===== src/rtl/wb_ic_pkg.sv =====
// Shared definitions for the Wishbone parameterised interconnect.
//   ic_state_e : bus-transaction FSM states
//   SEL_W      : width of the slave-select field in the master address
//   TMO_W      : width of the saturating slave-ack timeout counter
package wb_ic_pkg;

    localparam int SEL_W = 8;
    localparam int TMO_W = 16;

    typedef enum logic [1:0] {
        IDLE  = 2'd0,
        BUSY  = 2'd1,
        RESP  = 2'd2,
        DRAIN = 2'd3
    } ic_state_e;

endpackage


===== src/rtl/wb_ic_decode.sv =====
// Address decoder for the interconnect.
//   adr       in  32     master address
//   index     out SEL_W  slave index taken from adr[SEL_LSB +: SEL_W]
//   mapped    out 1      index addresses an existing slave port
//   slave_adr out 32     address as seen by the slave (select field zeroed)
module wb_ic_decode
    import wb_ic_pkg::*;
#(
    parameter int NUM_SLAVES = 4,
    parameter int SEL_LSB    = 24
) (
    input  logic [31:0]      adr,
    output logic [SEL_W-1:0] index,
    output logic             mapped,
    output logic [31:0]      slave_adr
);

    localparam logic [31:0] SEL_MASK = ~(32'h0000_00FF << SEL_LSB);

    assign index     = adr[SEL_LSB +: SEL_W];
    assign mapped    = ({{(32-SEL_W){1'b0}}, index} < 32'(NUM_SLAVES));
    assign slave_adr = adr & SEL_MASK;

endmodule


===== src/rtl/wb_param_interconnect.sv =====
// Single-master, NUM_SLAVES-slave Wishbone interconnect with bus-error
// generation for unmapped addresses, a slave-ack timeout and a masked
// interrupt aggregator.
//   clk, rst_n                       clock / async active-low reset
//   i_m_*                            master request (we, stb, cyc, sel, adr, dat)
//   o_m_dat, o_m_ack, o_m_err        master response (registered)
//   o_m_int                          any unmasked interrupt pending
//   o_s_we/stb/cyc/sel/adr/dat       per-slave request, slice k = slave k
//   i_s_dat, i_s_ack, i_s_int        per-slave response / interrupt level
//   i_int_mask                       1 = slave interrupt enabled
//   o_int_vec                        registered masked interrupts
module wb_param_interconnect
    import wb_ic_pkg::*;
#(
    parameter int NUM_SLAVES = 4,
    parameter int SEL_LSB    = 24,
    parameter int TIMEOUT    = 255,
    parameter int INT_WIDTH  = 32
) (
    input  logic                     clk,
    input  logic                     rst_n,
    input  logic                     i_m_we,
    input  logic                     i_m_stb,
    input  logic                     i_m_cyc,
    input  logic [3:0]               i_m_sel,
    input  logic [31:0]              i_m_adr,
    input  logic [31:0]              i_m_dat,
    output logic [31:0]              o_m_dat,
    output logic                     o_m_ack,
    output logic                     o_m_err,
    output logic                     o_m_int,
    output logic [NUM_SLAVES-1:0]    o_s_we,
    output logic [NUM_SLAVES-1:0]    o_s_stb,
    output logic [NUM_SLAVES-1:0]    o_s_cyc,
    output logic [4*NUM_SLAVES-1:0]  o_s_sel,
    output logic [32*NUM_SLAVES-1:0] o_s_adr,
    output logic [32*NUM_SLAVES-1:0] o_s_dat,
    input  logic [32*NUM_SLAVES-1:0] i_s_dat,
    input  logic [NUM_SLAVES-1:0]    i_s_ack,
    input  logic [NUM_SLAVES-1:0]    i_s_int,
    input  logic [NUM_SLAVES-1:0]    i_int_mask,
    output logic [INT_WIDTH-1:0]     o_int_vec
);

    localparam logic [TMO_W-1:0] TMO_LAST = TMO_W'(TIMEOUT - 1);

    ic_state_e               state_r;
    ic_state_e               state_next_s;
    logic [SEL_W-1:0]        dec_idx_s;
    logic                    dec_mapped_s;
    logic [31:0]             dec_adr_s;
    logic [TMO_W-1:0]        tmo_cnt_r;
    logic                    ack_hit_s;
    logic                    tmo_hit_s;
    logic [31:0]             rd_mux_s;
    logic                    go_busy_s;
    logic                    leave_busy_s;
    logic                    resp_load_s;
    logic                    resp_err_d_s;
    logic [31:0]             resp_dat_d_s;
    logic                    resp_err_r;
    logic [31:0]             m_dat_r;
    logic                    m_ack_r;
    logic                    m_err_r;
    logic [NUM_SLAVES-1:0]   s_we_r;
    logic [NUM_SLAVES-1:0]   s_stb_r;
    logic [NUM_SLAVES-1:0]   s_cyc_r;
    logic [4*NUM_SLAVES-1:0] s_sel_r;
    logic [32*NUM_SLAVES-1:0] s_adr_r;
    logic [32*NUM_SLAVES-1:0] s_dat_r;
    logic [INT_WIDTH-1:0]    int_vec_r;

    wb_ic_decode #(
        .NUM_SLAVES (NUM_SLAVES),
        .SEL_LSB    (SEL_LSB)
    ) u_decode (
        .adr       (i_m_adr),
        .index     (dec_idx_s),
        .mapped    (dec_mapped_s),
        .slave_adr (dec_adr_s)
    );

    // Strobes are one-hot on the selected slave, so they double as the ack/data select.
    assign ack_hit_s = |(i_s_ack & s_stb_r);
    assign tmo_hit_s = (tmo_cnt_r >= TMO_LAST);

    // Read-data mux keyed by the active slave strobe
    always_comb begin
        rd_mux_s = 32'h0000_0000;
        for (int i = 0; i < NUM_SLAVES; i++) begin
            rd_mux_s = s_stb_r[i] ? i_s_dat[32*i +: 32] : rd_mux_s;
        end
    end

    // FSM state register
    always_ff @(posedge clk or negedge rst_n) begin
        if (!rst_n) begin
            state_r <= IDLE;
        end else begin
            state_r <= state_next_s;
        end
    end

    // FSM next-state logic; master abort wins over ack, ack wins over timeout
    always_comb begin
        state_next_s = state_r;
        case (state_r)
            IDLE: begin
                if (i_m_cyc && i_m_stb) begin
                    state_next_s = dec_mapped_s ? BUSY : RESP;
                end else begin
                    state_next_s = IDLE;
                end
            end
            BUSY: begin
                if (!i_m_cyc) begin
                    state_next_s = IDLE;
                end else if (ack_hit_s || tmo_hit_s) begin
                    state_next_s = RESP;
                end else begin
                    state_next_s = BUSY;
                end
            end
            RESP: begin
                state_next_s = DRAIN;
            end
            DRAIN: begin
                if (!i_m_stb) begin
                    state_next_s = IDLE;
                end else begin
                    state_next_s = DRAIN;
                end
            end
            default: begin
                state_next_s = IDLE;
            end
        endcase
    end

    // FSM output decode: transition strobes and the response to capture
    always_comb begin
        go_busy_s    = (state_r == IDLE) && (state_next_s == BUSY);
        leave_busy_s = (state_r == BUSY) && (state_next_s != BUSY);
        resp_load_s  = (state_next_s == RESP);
        resp_err_d_s = !((state_r == BUSY) && ack_hit_s);
        resp_dat_d_s = resp_err_d_s ? 32'h0000_0000 : rd_mux_s;
    end

    // Saturating timeout counter, restarted on every entry to BUSY
    always_ff @(posedge clk or negedge rst_n) begin
        if (!rst_n) begin
            tmo_cnt_r <= {TMO_W{1'b0}};
        end else if (go_busy_s) begin
            tmo_cnt_r <= {TMO_W{1'b0}};
        end else if ((state_r == BUSY) && (tmo_cnt_r != {TMO_W{1'b1}})) begin
            tmo_cnt_r <= tmo_cnt_r + {{(TMO_W-1){1'b0}}, 1'b1};
        end
    end

    // Slave-side request registers: loaded for slave k on BUSY entry, cleared on exit
    always_ff @(posedge clk or negedge rst_n) begin
        if (!rst_n) begin
            s_we_r  <= {NUM_SLAVES{1'b0}};
            s_stb_r <= {NUM_SLAVES{1'b0}};
            s_cyc_r <= {NUM_SLAVES{1'b0}};
            s_sel_r <= {(4*NUM_SLAVES){1'b0}};
            s_adr_r <= {(32*NUM_SLAVES){1'b0}};
            s_dat_r <= {(32*NUM_SLAVES){1'b0}};
        end else if (go_busy_s) begin
            for (int i = 0; i < NUM_SLAVES; i++) begin
                if (SEL_W'(i) == dec_idx_s) begin
                    s_we_r[i]           <= i_m_we;
                    s_stb_r[i]          <= 1'b1;
                    s_cyc_r[i]          <= 1'b1;
                    s_sel_r[4*i +: 4]   <= i_m_sel;
                    s_adr_r[32*i +: 32] <= dec_adr_s;
                    s_dat_r[32*i +: 32] <= i_m_dat;
                end else begin
                    s_we_r[i]           <= 1'b0;
                    s_stb_r[i]          <= 1'b0;
                    s_cyc_r[i]          <= 1'b0;
                    s_sel_r[4*i +: 4]   <= 4'h0;
                    s_adr_r[32*i +: 32] <= 32'h0000_0000;
                    s_dat_r[32*i +: 32] <= 32'h0000_0000;
                end
            end
        end else if (leave_busy_s) begin
            s_we_r  <= {NUM_SLAVES{1'b0}};
            s_stb_r <= {NUM_SLAVES{1'b0}};
            s_cyc_r <= {NUM_SLAVES{1'b0}};
            s_sel_r <= {(4*NUM_SLAVES){1'b0}};
            s_adr_r <= {(32*NUM_SLAVES){1'b0}};
            s_dat_r <= {(32*NUM_SLAVES){1'b0}};
        end
    end

    // Master response: outcome captured entering RESP, pulsed the cycle after
    always_ff @(posedge clk or negedge rst_n) begin
        if (!rst_n) begin
            resp_err_r <= 1'b0;
            m_dat_r    <= 32'h0000_0000;
            m_ack_r    <= 1'b0;
            m_err_r    <= 1'b0;
        end else begin
            if (resp_load_s) begin
                resp_err_r <= resp_err_d_s;
                m_dat_r    <= resp_dat_d_s;
            end
            m_ack_r <= (state_r == RESP) && !resp_err_r;
            m_err_r <= (state_r == RESP) && resp_err_r;
        end
    end

    // Masked interrupt vector, sampled every cycle
    always_ff @(posedge clk or negedge rst_n) begin
        if (!rst_n) begin
            int_vec_r <= {INT_WIDTH{1'b0}};
        end else begin
            int_vec_r <= INT_WIDTH'(i_s_int & i_int_mask);
        end
    end

    assign o_m_dat   = m_dat_r;
    assign o_m_ack   = m_ack_r;
    assign o_m_err   = m_err_r;
    assign o_m_int   = (int_vec_r != {INT_WIDTH{1'b0}});
    assign o_s_we    = s_we_r;
    assign o_s_stb   = s_stb_r;
    assign o_s_cyc   = s_cyc_r;
    assign o_s_sel   = s_sel_r;
    assign o_s_adr   = s_adr_r;
    assign o_s_dat   = s_dat_r;
    assign o_int_vec = int_vec_r;

endmodule


===== config.mk =====
export PLATFORM = sky130hd
export DESIGN_NAME = wb_param_interconnect
export DESIGN_NICKNAME = d
export VERILOG_FILES = /design/src/rtl/wb_ic_pkg.sv /design/src/rtl/wb_ic_decode.sv /design/src/rtl/wb_param_interconnect.sv
export SDC_FILE = /design/constraint.sdc
export NUM_CORES = 1
export LEC_CHECK = 0
export ABC_CLOCK_PERIOD_IN_PS = 4500
export BUFFER_PORTS_ARGS = -buffer_cell sky130_fd_sc_hd__buf_2
export CAP_MARGIN = 20
export CELL_PAD_IN_SITES_DETAIL_PLACEMENT = 0
export CELL_PAD_IN_SITES_GLOBAL_PLACEMENT = 1
export CORE_AREA = 2 2 218 220
export DETAILED_ROUTE_END_ITERATION = 12
export DIE_AREA = 0 0 220 222
export GPL_ROUTABILITY_DRIVEN = 0
export GPL_TIMING_DRIVEN = 1
export PLACE_DENSITY = 0.63
export SYNTH_ARGS = -nofsm -noshare
export SYNTH_HDL_FRONTEND = slang
export SYNTH_SLANG_ARGS = --single-unit

===== constraint.sdc =====
create_clock -name clk -period 4.5 [get_ports clk]
set_clock_uncertainty 0.05 [all_clocks]
set_input_delay 0.45 -clock clk [delete_from_list [all_inputs] [get_ports clk]]
set_output_delay 0.45 -clock clk [all_outputs]
set_load 0.03 [all_outputs]

==> impl_results.rst <==
.. list-table::
   :header-rows: 1

   * - Metric
     - Value
   * - Portion of the clock cycle consumed by the worst path in the final layout
     - 0.629
   * - Routed Antenna Nets
     - 0
   * - I/O pin total
     - 564
   * - Data required time at the worst endpoint
     - 4.93 ns
   * - Number of buffers on the longest clock path
     - 3
   * - Net count, final
     - 1669
   * - Netlist Area Pre-Place
     - 12600 sq um
   * - Final Hold Fails
     - 0
   * - Netlist cell types
     - 48
   * - Mux contribution to synthesized area
     - 0
   * - Pin count of the biggest net entering global routing
     - 125
   * - Number of global-route vias before repair
     - 10.3k
   * - Top flip-flop cell by instance count after synthesis
     - dfrtp_1
   * - CTS sink cnt
     - 305
   * - Number of standard cells after synthesis
     - 977
   * - Total GRT Usage
     - 0.169
   * - Post-synthesis register bit count
     - 305
   * - CTS H-tree depth
     - 2
   * - Kind of critical path
     - reg -> reg
   * - Post-route setup TNS
     - 0 ns
   * - Core Region
     - 46300 sq um
   * - Number of vias in the routed layout
     - 10.2k
   * - Placed wire-length estimate after detailed placement
     - 29800 microns
   * - Simple-gate area share of the yosys netlist
     - 0.0616
   * - Post-route DRC
     - 0
   * - EDFF count, synth
     - 0
   * - Slew of the pin with the lowest slew margin
     - 0.981 ns
   * - Slowest CP cell
     - o32ai_4
   * - Crit end category
     - register
   * - Maximum cell stage delay along the critical path
     - 0.91 ns
   * - Area Overhead vs Synth
     - 32.9%
   * - Maximum fanout along the worst path
     - 33
   * - Fraction of registers with async set/reset
     - 1.00
   * - Antenna violations before repair
     - 2
   * - Clock Latency Late Sink
     - 0.55 ns
   * - 1st-iter DRT viols
     - 495
   * - Number of buffers added for setup after CTS
     - 0
   * - Row count
     - 79
   * - Routed length per placed instance
     - 20.6 microns
   * - Clock Root Buffer
     - clkbuf_16
   * - Post-synthesis share of cell area spent on full adders, half adders and majority gates
     - 0.00199
   * - Starting Density
     - 0.272
   * - Clock transition at the registers of the reported paths
     - 0.06 ns
   * - CTS tree
     - built
   * - Compound-Gate Fraction of Synth Area
     - 0.259
   * - Result of the run
     - complete, no violations
   * - Die Y-Extent
     - 222 microns
   * - Vias/cell
     - 4.87
   * - Post-Syn Area per Cell
     - 12.9 sq um
   * - Area of placed instances
     - 15500 sq um
   * - Xor and xnor area share after synthesis
     - 0
   * - Class of the worst hold path
     - in -> reg
   * - Count of max-cap constraint violations
     - 0
   * - Fraction of final layout cells sized beyond drive strength 1
     - 0.402
   * - First-pass detailed-route iteration total
     - 7
   * - PD cells
     - 416 nW/um^2
   * - Cell-by-cell listing of the critical path
     - nor4_1 > nand4_1 > o32ai_4 > buf_4 > a22o_1
   * - Aggregate routed wire length
     - 43100 microns
   * - Worst slew margin relative to its limit
     - 0.337
   * - Total die area
     - 48800 sq um
   * - Element type at the critical path start
     - register
   * - Data arrival time at the worst-slack endpoint
     - 3.26 ns
   * - Post-Layout Inst Area
     - 16700 sq um
   * - Design Power
     - 6.95 mW
   * - Number of endpoints failing setup at the final stage
     - 0
   * - # fillers
     - 4664
   * - TritonCTS buffer count
     - 37
   * - Peak supply drop
     - 0.000169 V
   * - Final Slew Violations
     - 0
   * - Minimum clock period after layout
     - 2.83 ns
   * - LEAKAGE
     - 8.95 nW
   * - First-pass GRT wire length
     - 63600 microns
   * - Total number of yosys warnings
     - 0
   * - Crit path max-delay family
     - compound AO/OA/AOI/OAI gates
   * - Upper clock frequency limit
     - 353 MHz
   * - Unrepaired setup endpoints after global routing
     - no
   * - Share of synthesized area occupied by flip-flops and latches
     - 0.607
   * - Number of port buffers
     - 503
   * - Grt ovf
     - 0
   * - Largest family of logic cells by synthesized area
     - compound AO/OA/AOI/OAI gates
   * - Buf/Inv on CP
     - 1
   * - Die X
     - 220 microns
## final timing paths
check	slack, ns	end	cells past startpoint	start
worst max register to register	1.67	o_s_dat[59]	5	tmo_cnt_r[14]
min in group asynchronous	0.54	o_s_adr[37]	2	rst_n
worst min register to register	0.44	o_m_dat[20]	1	o_m_dat[20]
worst min-delay path	0.07	o_int_vec[2]	2	i_int_mask[2]
max in group asynchronous	2.78	o_s_dat[19]	3	rst_n
worst max-delay path	1.67	o_s_dat[59]	5	tmo_cnt_r[14]
## sequential cells by signal, indices dropped and copies added, names as in the netlist
| name | flops |
|---|---|
| o_s_adr | 96 |
| o_s_dat | 128 |
| o_int_vec | 4 |
| resp_err_r | 1 |
| o_s_we | 4 |
| o_s_sel | 16 |
| o_m_ack | 1 |
| o_m_err | 1 |
| state_r | 2 |
| o_m_dat | 32 |
| tmo_cnt_r | 16 |
| o_s_cyc | 4 |
## kinds of logic after synthesis
| family | after synthesis |
|---|---|
| buffers and inverters | 152 |
| adder cells (fa/ha/maj) | 2 |
| other | 1 |
| flip-flops | 305 |
| AND/OR/NAND/NOR | 134 |
| AO/OA/AOI/OAI | 383 |
## cell usage after synthesis (all sizes together), types with 2 or more instances
library cell	count	area (sq um)
inv	6	22.5
a22oi	2	15.0
and4	4	35.0
nor2	5	18.8
nor4	4	31.3
or4	7	52.6
o21ai	2	10.0
ha	2	25.0
nor4b	2	17.5
buf	99	684
clkbuf	47	176
or3	2	12.5
a41oi	2	17.5
and3	4	25.0
and2	6	37.5
o21a	2	15.0
nand4	4	25.0
nor2b	34	213
a21oi	9	45.0
a22o	276	2420
a221oi	33	295
o31ai	41	308
o211ai	5	37.5
nand2	39	146
nor3	8	45.0
nor3b	2	25.0
nand3	8	45.0
a21o	4	30.0
dfrtp	305	7630
## per-stage QoR
| step | setup WS (ns) | cells | util | hold WS (ns) |
|---|---|---|---|---|
| after global routing | 1.45 | 2091 | 0.361 | 0.0602 |
| after detailed placement | 1.47 | 2021 | 0.335 | 0.435 |
| after CTS | 1.59 | 2090 | 0.361 | 0.0392 |
| after floorplan | 2.40 | 1036 | - | 0.104 |
| final | 1.67 | 2091 | 0.361 | 0.0662 |
| after global placement | 1.49 | 2021 | 0.335 | 0.433 |
## metal layers
metal | wire length, microns | GRT usage
met1 | 17300 | 0.207
met2 | 20700 | 0.277
met3 | 3920 | 0.0580
met4 | 1180 | 0.0591
met5 | 14 | 0
## what timing repair did
| action | CTS | global route |
|---|---|---|
| hold buffers | 1 | 0 |
| hold endpoints to repair | 27 | 0 |
| gates resized for setup | 0 | 0 |
## cells in the final DEF (no fill, tap or decap), drive strengths merged, types with 4 or more instances in the layout
cell | synthesis | layout
buf | 99 | 524
dfrtp | 305 | 305
a22o | 276 | 276
conb | 1 | 60
clkbuf | 47 | 55
o31ai | 41 | 41
nand2 | 39 | 39
nor2b | 34 | 34
a221oi | 33 | 33
a21oi | 9 | 9
nand3 | 8 | 8
nor3 | 8 | 8
or4 | 7 | 7
inv | 6 | 7
and2 | 6 | 6
clkinv | 0 | 6
nor2 | 5 | 5
o211ai | 5 | 5
clkinvlp | 0 | 5
and4 | 4 | 4
nand4 | 4 | 4
a21o | 4 | 4
nor4 | 4 | 4
and3 | 4 | 4
## area by class of cell
| type | count | area, sq um | area share |
|---|---|---|---|
| antenna | 1 | 2.50 | 0.000150 |
| clock inverter | 13 | 133 | 0.00793 |
| clock buffer | 55 | 1070 | 0.0643 |
| tap | 607 | 759 | 0.0454 |
| inverter | 6 | 22.5 | 0.00135 |
| timing repair buffer | 525 | 2760 | 0.165 |
| sequential | 305 | 7630 | 0.457 |
| multi-input combinational | 579 | 4330 | 0.259 |
## where the power goes
part / leakage [nW] / internal [mW] / total (mW) / switching (mW)
sequential: 4.19 / 2.83 / 2.95 / 0.122
combinational: 4.19 / 0.295 / 1.05 / 0.759
clock: 0.576 / 1.73 / 2.95 / 1.21
(Power assumes the default switching activity.)
